<file path="src/rtl/anim_pkg.sv">
// anim_pkg: shared constants and types for the animation tick generator.
//   CLK_HZ     - board clock frequency the divisor constants assume
//   ANIM_CNT_W - default counter/divisor width per channel
//   DIV_1HZ    - terminal count giving a 1 Hz sq (tick at 2 Hz) at CLK_HZ
//   DIV_60HZ   - terminal count for a ~60 Hz tick at CLK_HZ
//   ch_state_e - per-channel one-shot state (armed / done)
package anim_pkg;

  localparam int unsigned CLK_HZ     = 100_000_000;
  localparam int unsigned ANIM_CNT_W = 26;

  localparam logic [ANIM_CNT_W-1:0] DIV_1HZ  = 26'd49_999_999;
  localparam logic [ANIM_CNT_W-1:0] DIV_60HZ = 26'd1_666_666;

  typedef enum logic {
    CH_ARMED = 1'b0,
    CH_DONE  = 1'b1
  } ch_state_e;

endpackage

</file>
<file path="src/rtl/anim_tick_gen_if.sv">
// anim_tick_gen_if: control/status bundle between game logic and the tick
// generator.
//   en, restart, oneshot [NUM_CH]       - per-channel controls (master drives)
//   div [NUM_CH*CNT_W]                  - per-channel terminal counts, channel i
//                                         at bits [i*CNT_W +: CNT_W]
//   tick, sq, busy [NUM_CH]             - per-channel outputs (slave drives)
interface anim_tick_gen_if
  import anim_pkg::*;
#(
  parameter int NUM_CH = 4,
  parameter int CNT_W  = ANIM_CNT_W
) ();

  logic [NUM_CH-1:0]       en;
  logic [NUM_CH-1:0]       restart;
  logic [NUM_CH-1:0]       oneshot;
  logic [NUM_CH*CNT_W-1:0] div;
  logic [NUM_CH-1:0]       tick;
  logic [NUM_CH-1:0]       sq;
  logic [NUM_CH-1:0]       busy;

  modport master (
    output en, restart, oneshot, div,
    input  tick, sq, busy
  );

  modport slave (
    input  en, restart, oneshot, div,
    output tick, sq, busy
  );

endinterface

</file>
<file path="src/rtl/anim_tick_ch.sv">
// anim_tick_ch: one tick/clock-enable channel.
//   CLK, RST_N - clock, asynchronous active-low reset
//   en         - run enable; counter advances only while high
//   restart    - synchronous clear/re-arm, overrides everything else
//   oneshot    - 0 free-run, 1 one-shot
//   div        - terminal count; period is div+1 enabled cycles
//   tick       - registered one-cycle pulse at terminal count
//   sq         - toggles on every tick
//   busy       - one-shot: enabled and not yet fired; free-run: en
//
// state    | meaning
// CH_ARMED | counting (free-run always sits here)
// CH_DONE  | one-shot has fired; counter parked at 0 until restart or
//          | a switch back to free-run
module anim_tick_ch
  import anim_pkg::*;
#(
  parameter int CNT_W = ANIM_CNT_W
) (
  input  logic             CLK,
  input  logic             RST_N,
  input  logic             en,
  input  logic             restart,
  input  logic             oneshot,
  input  logic [CNT_W-1:0] div,
  output logic             tick,
  output logic             sq,
  output logic             busy
);

  localparam logic [CNT_W-1:0] CNT_ONE = {{(CNT_W-1){1'b0}}, 1'b1};

  ch_state_e        state, state_n;
  logic [CNT_W-1:0] cnt, cnt_n;
  logic             tick_q, tick_n;
  logic             sq_q, sq_n;
  // Low from reset until the first edge after release, so the first
  // post-reset edge never counts or ticks and busy is forced low
  // asynchronously while reset is asserted.
  logic             live;
  logic             run;
  logic             terminal;

  always_ff @(posedge CLK or negedge RST_N) begin
    if (!RST_N) begin
      state  <= CH_ARMED;
      cnt    <= '0;
      tick_q <= 1'b0;
      sq_q   <= 1'b0;
      live   <= 1'b0;
    end else begin
      state  <= state_n;
      cnt    <= cnt_n;
      tick_q <= tick_n;
      sq_q   <= sq_n;
      live   <= 1'b1;
    end
  end

  assign run = en & live;
  // >= against the live divisor: shrinking div below the current count
  // terminates on the next enabled edge instead of wrapping the counter.
  assign terminal = (cnt >= div);

  always_comb begin
    state_n = state;
    cnt_n   = cnt;
    tick_n  = 1'b0;
    sq_n    = sq_q;

    if (restart) begin
      state_n = CH_ARMED;
      cnt_n   = '0;
      sq_n    = 1'b0;
    end else begin
      if (!oneshot) begin
        state_n = CH_ARMED;
      end
      if (oneshot && (state == CH_DONE)) begin
        cnt_n = '0;
      end else if (run) begin
        if (terminal) begin
          cnt_n  = '0;
          tick_n = 1'b1;
          sq_n   = ~sq_q;
          if (oneshot) begin
            state_n = CH_DONE;
          end
        end else begin
          cnt_n = cnt + CNT_ONE;
        end
      end
    end
  end

  assign tick = tick_q;
  assign sq   = sq_q;
  assign busy = live & en & (~oneshot | (state == CH_ARMED));

endmodule

</file>
<file path="src/rtl/anim_tick_gen.sv">
// anim_tick_gen: multi-channel programmable tick/clock-enable generator for
// animation timing (ball, paddle, brick flash, score blink).
//   CLK, RST_N - clock, asynchronous active-low reset
//   bus        - slave side of anim_tick_gen_if: per-channel en, restart,
//                oneshot, div in; tick, sq, busy out
// Channels are fully independent; tick is a clock enable, never a clock.
module anim_tick_gen
  import anim_pkg::*;
#(
  parameter int NUM_CH = 4,
  parameter int CNT_W  = ANIM_CNT_W
) (
  input  logic           CLK,
  input  logic           RST_N,
  anim_tick_gen_if.slave bus
);

  for (genvar i = 0; i < NUM_CH; i++) begin : g_ch
    anim_tick_ch #(
      .CNT_W (CNT_W)
    ) u_ch (
      .CLK     (CLK),
      .RST_N   (RST_N),
      .en      (bus.en[i]),
      .restart (bus.restart[i]),
      .oneshot (bus.oneshot[i]),
      .div     (bus.div[i*CNT_W +: CNT_W]),
      .tick    (bus.tick[i]),
      .sq      (bus.sq[i]),
      .busy    (bus.busy[i])
    );
  end

endmodule

</file>
<file path="src/flat_wrapper.sv">
// flat-port wrapper written by rule: the top's interface ports become plain ports
module anim_tick_gen_flat import anim_pkg::*;
#(
  parameter int NUM_CH = 4,
  parameter int CNT_W  = ANIM_CNT_W
)
  (CLK, RST_N, bus_en, bus_restart, bus_oneshot, bus_div, bus_tick, bus_sq, bus_busy);
  anim_tick_gen_if #(.NUM_CH(NUM_CH), .CNT_W(CNT_W)) bus_i ();
  input  logic CLK;
  input  logic RST_N;
  input wire logic [$bits(bus_i.en)-1:0] bus_en;
  input wire logic [$bits(bus_i.restart)-1:0] bus_restart;
  input wire logic [$bits(bus_i.oneshot)-1:0] bus_oneshot;
  input wire logic [$bits(bus_i.div)-1:0] bus_div;
  output wire logic [$bits(bus_i.tick)-1:0] bus_tick;
  output wire logic [$bits(bus_i.sq)-1:0] bus_sq;
  output wire logic [$bits(bus_i.busy)-1:0] bus_busy;
  assign bus_i.en = bus_en;
  assign bus_i.restart = bus_restart;
  assign bus_i.oneshot = bus_oneshot;
  assign bus_i.div = bus_div;
  assign bus_tick = bus_i.tick;
  assign bus_sq = bus_i.sq;
  assign bus_busy = bus_i.busy;
  anim_tick_gen #(.NUM_CH(NUM_CH), .CNT_W(CNT_W)) u_core (.CLK(CLK), .RST_N(RST_N), .bus(bus_i));
endmodule
</file>
<file path="config.mk">
export PLATFORM = sky130hd
export DESIGN_NAME = anim_tick_gen_flat
export DESIGN_NICKNAME = d
export VERILOG_FILES = /design/src/rtl/anim_pkg.sv /design/src/rtl/anim_tick_gen_if.sv /design/src/rtl/anim_tick_ch.sv /design/src/rtl/anim_tick_gen.sv /design/src/flat_wrapper.sv
export SDC_FILE = /design/constraint.sdc
export NUM_CORES = 1
export LEC_CHECK = 0
export CAP_MARGIN = 20
export CORE_MARGIN = 3
export CORE_UTILIZATION = 40
export CTS_CLUSTER_SIZE = 40
export DETAILED_ROUTE_END_ITERATION = 16
export PLACE_DENSITY = 0.6
export SLEW_MARGIN = 20
export SYNTH_ARGS = -nofsm -noshare
export SYNTH_HDL_FRONTEND = slang
export SYNTH_SLANG_ARGS = --single-unit
</file>
<file path="constraint.sdc">
create_clock -name CLK -period 3.3 [get_ports CLK]
set_input_delay 0.33 -clock CLK [delete_from_list [all_inputs] [get_ports CLK]]
set_output_delay 0.33 -clock CLK [all_outputs]
set_load 0.03 [all_outputs]
</file>
==> metrics.txt <==
post-synthesis cell count=between 1000 and 1500; R2R depth=8; first-pass GRT wire length=36860 um; met2 usage=28.27%; delay-heaviest family, CP=compound AO/OA/AOI/OAI gates; slowest CP cell=or3_4; Buf+Inv Stages, Crit Path=0; H-tree depth=4; Post-layout nets=1422; Leakage=0.005370 uW; max cap viols=0; gr usage total=18.28%; worst slew pin tran=about 0.66 ns; routed wire length=approximately 21000 um; EDFF count, synth=0; outcome=finished, final reports clean; CTS Buffer Depth=2; Post-CTS Setup Inserts=0; drc violations=0; main flop type after synthesis=dfrtp_1; Starting Density=41.57%; gr busiest metal=met2; Pwr Density=341.2 nW/um2; CTS tree=done; die extent in x=155.2 um; hpwl dp=15800 um; overall power=3796 uW; Gates resized, CTS repair=0; Core Area=21420 um2; RSZ-0062 raised after global routing=no; CP Max Fanout=20; CTS Root Cell=clkbuf_16; port bufs=approximately 130; largest net degree at the start of global routing=97; clock skew=0.008432 ns; Cell variety after synth=57; antenna violations before repair=0; synth warn=0; Critical Path RT=3.63 ns; Crit path top cell by count=o21ai_0; vias per cell=5.345; Num CTS Buffers=17; CP Depth=8; Critical Path End Type=register; WS Path Type=register to register; number of global-route vias before repair=between 7000 and 8000; sequential element share of the synthesized area=32.88%; max frequency=roughly 370 MHz; Clock Latency Late Sink=0.41 ns; Synth Net Count=1296; Hold WC Path Type=primary input to asynchronous set/reset pin; Hold Buf Count CTS=1; crit path time final=2.731 ns; via count=7927; most frequent cells in the layout=inv_1, clkdlybuf4s50_1, dfrtp_1; setup TNS=0 ns; maximum vdd drop=roughly 0.23 mV; Netlist Area Pre-Place=8904 um2; Hold Vio Cnt, Final=0; Die H=155.2 um; Worst-path clk slew=roughly 0.06 ns; CP startpoint kind=register; max incr delay on CP=~0.5 ns; met3 GRT Util=under 10%; fill count=a little over 2000; GR Util met1=26.50%; launch point of the critical path=u_core.g_ch[0].u_ch.cnt[9]; worst path arrival time=3.06 ns; drt wl/cell=14.49 um; Pre-antenna DRT Iters=5; RR Startpoint=u_core.g_ch[0].u_ch.cnt[9]; most common cell after layout, fill and taps aside=inv_1; fraction of layout cells with a size suffix above 1=6.126%; I/O Pins=130; Synth Register Bits=around 120; fin. max-slew vios=0; area delta synth->final=24.96%; die area=24090 um2; Avg Inst Size Synth=roughly 8.3 um2; Rel. slew slack=a little under three fifths; Final setup viols=0; Tcrit/Tclk final=82.74%; async set or reset register ratio after synthesis=100.0%; post-route ant nets=0; row count=53; grt ovf=0; CP cell instances=ha_1, a21oi_1, o21ai_0, a221o_1, a31o_2, or3_4, or3_1, o21ai_0; initial DRC count=514; Ant. Diodes=0; routability cong.=0.8141; final core utilization=around half; CTS sink cnt=117
-- synthesized netlist by cell type, types with 5 or more instances --
cell	n	area share [%]
a211oi_1	6	0.51
a21o_1	24	2.0
a21oi_1	87	4.9
a221oi_1	6	0.59
a22o_1	13	1.3
and2_1	12	0.84
and3_1	27	1.9
and4_1	13	1.3
buf_2	7	0.39
buf_4	12	1.0
clkbuf_1	20	0.84
dfrtp_1	117	33
ha_1	108	15
inv_1	135	5.7
mux2i_1	16	1.8
nand2_1	107	4.5
nand2b_1	10	0.70
nand3_1	100	5.6
nand3b_1	7	0.59
nand4_1	35	2.5
nor2_1	30	1.3
nor3_1	18	1.0
nor3b_1	7	0.59
o211ai_1	5	0.42
o21ai_0	49	2.8
o311ai_0	16	1.6
o311ai_1	5	0.49
or2_2	10	0.70
or3_1	9	0.63
xor2_1	6	0.59
-- where the power goes --
part	internal (uW)	switching, uW	total (uW)
logic	213	203	416
clock network	1220	710	1930
registers	1440	8.34	1450
-- area by class of cell --
class | instances | area, um2 | share of cell area [%]
Inverter | 135 | 506.7 | 4.555
Timing Repair Buffer | 147 | 1464 | 13.16
Tap cell | 275 | 344.1 | 3.093
Clock inverter | 12 | 155.1 | 1.395
Multi-Input combinational cell | 778 | 5275 | 47.41
Clock buffer | 19 | 452.9 | 4.071
Sequential cell | 117 | 2928 | 26.32
-- stage by stage --
step	std cells	worst slack, ns	hold slack [ns]	cell area, um2
2_1_floorplan	1070	0.7620	0.03441	8904
3_3_place_gp	1451	0.2581	0.2566	10510
3_5_place_dp	1451	0.2041	0.2548	10510
4_1_cts	1483	0.5708	0.3516	11130
5_1_grt	1483	0.4006	0.3894	11130
6_report	1483	0.5695	0.3599	11130
-- logic make-up after synthesis --
kind of cell	after synthesis	synth area share, %
flip-flops	117	32.88
XOR/XNOR	10	0.9837
other	1	0.04212
buffers and inverters	175	8.066
AO/OA/AOI/OAI	238	16.98
adder cells (fa/ha/maj)	108	15.18
multiplexers	19	2.178
AND/OR/NAND/NOR	402	23.69
-- worst paths after layout --
path                                                     to  slack [ns]
worst min register to register  u_core.g_ch[1].u_ch.cnt[21]        0.51
worst max-delay path             u_core.g_ch[0].u_ch.cnt[7]        0.57
max in group asynchronous       u_core.g_ch[1].u_ch.cnt[17]        2.09
min in group CLK                u_core.g_ch[1].u_ch.cnt[21]        0.51
worst min-delay path            u_core.g_ch[1].u_ch.cnt[25]        0.36
worst max register to register   u_core.g_ch[0].u_ch.cnt[7]        0.57
-- sequential cells by signal, indices dropped and copies added, names as in the netlist --
| name | flops |
|---|---|
| u_core.g_ch.u_ch.sq | 4 |
| u_core.g_ch.u_ch.state | 4 |
| u_core.g_ch.u_ch.tick | 4 |
| u_core.g_ch.u_ch.live | 1 |
| u_core.g_ch.u_ch.cnt | 104 |
-- layer usage --
layer	share of wire, %	vias to the layer above
met4	1.1	0
met1	50	3661
met2	44	161
met3	4.5	18
li1	-	4087
met5	0	-
(Power assumes the default switching activity.)
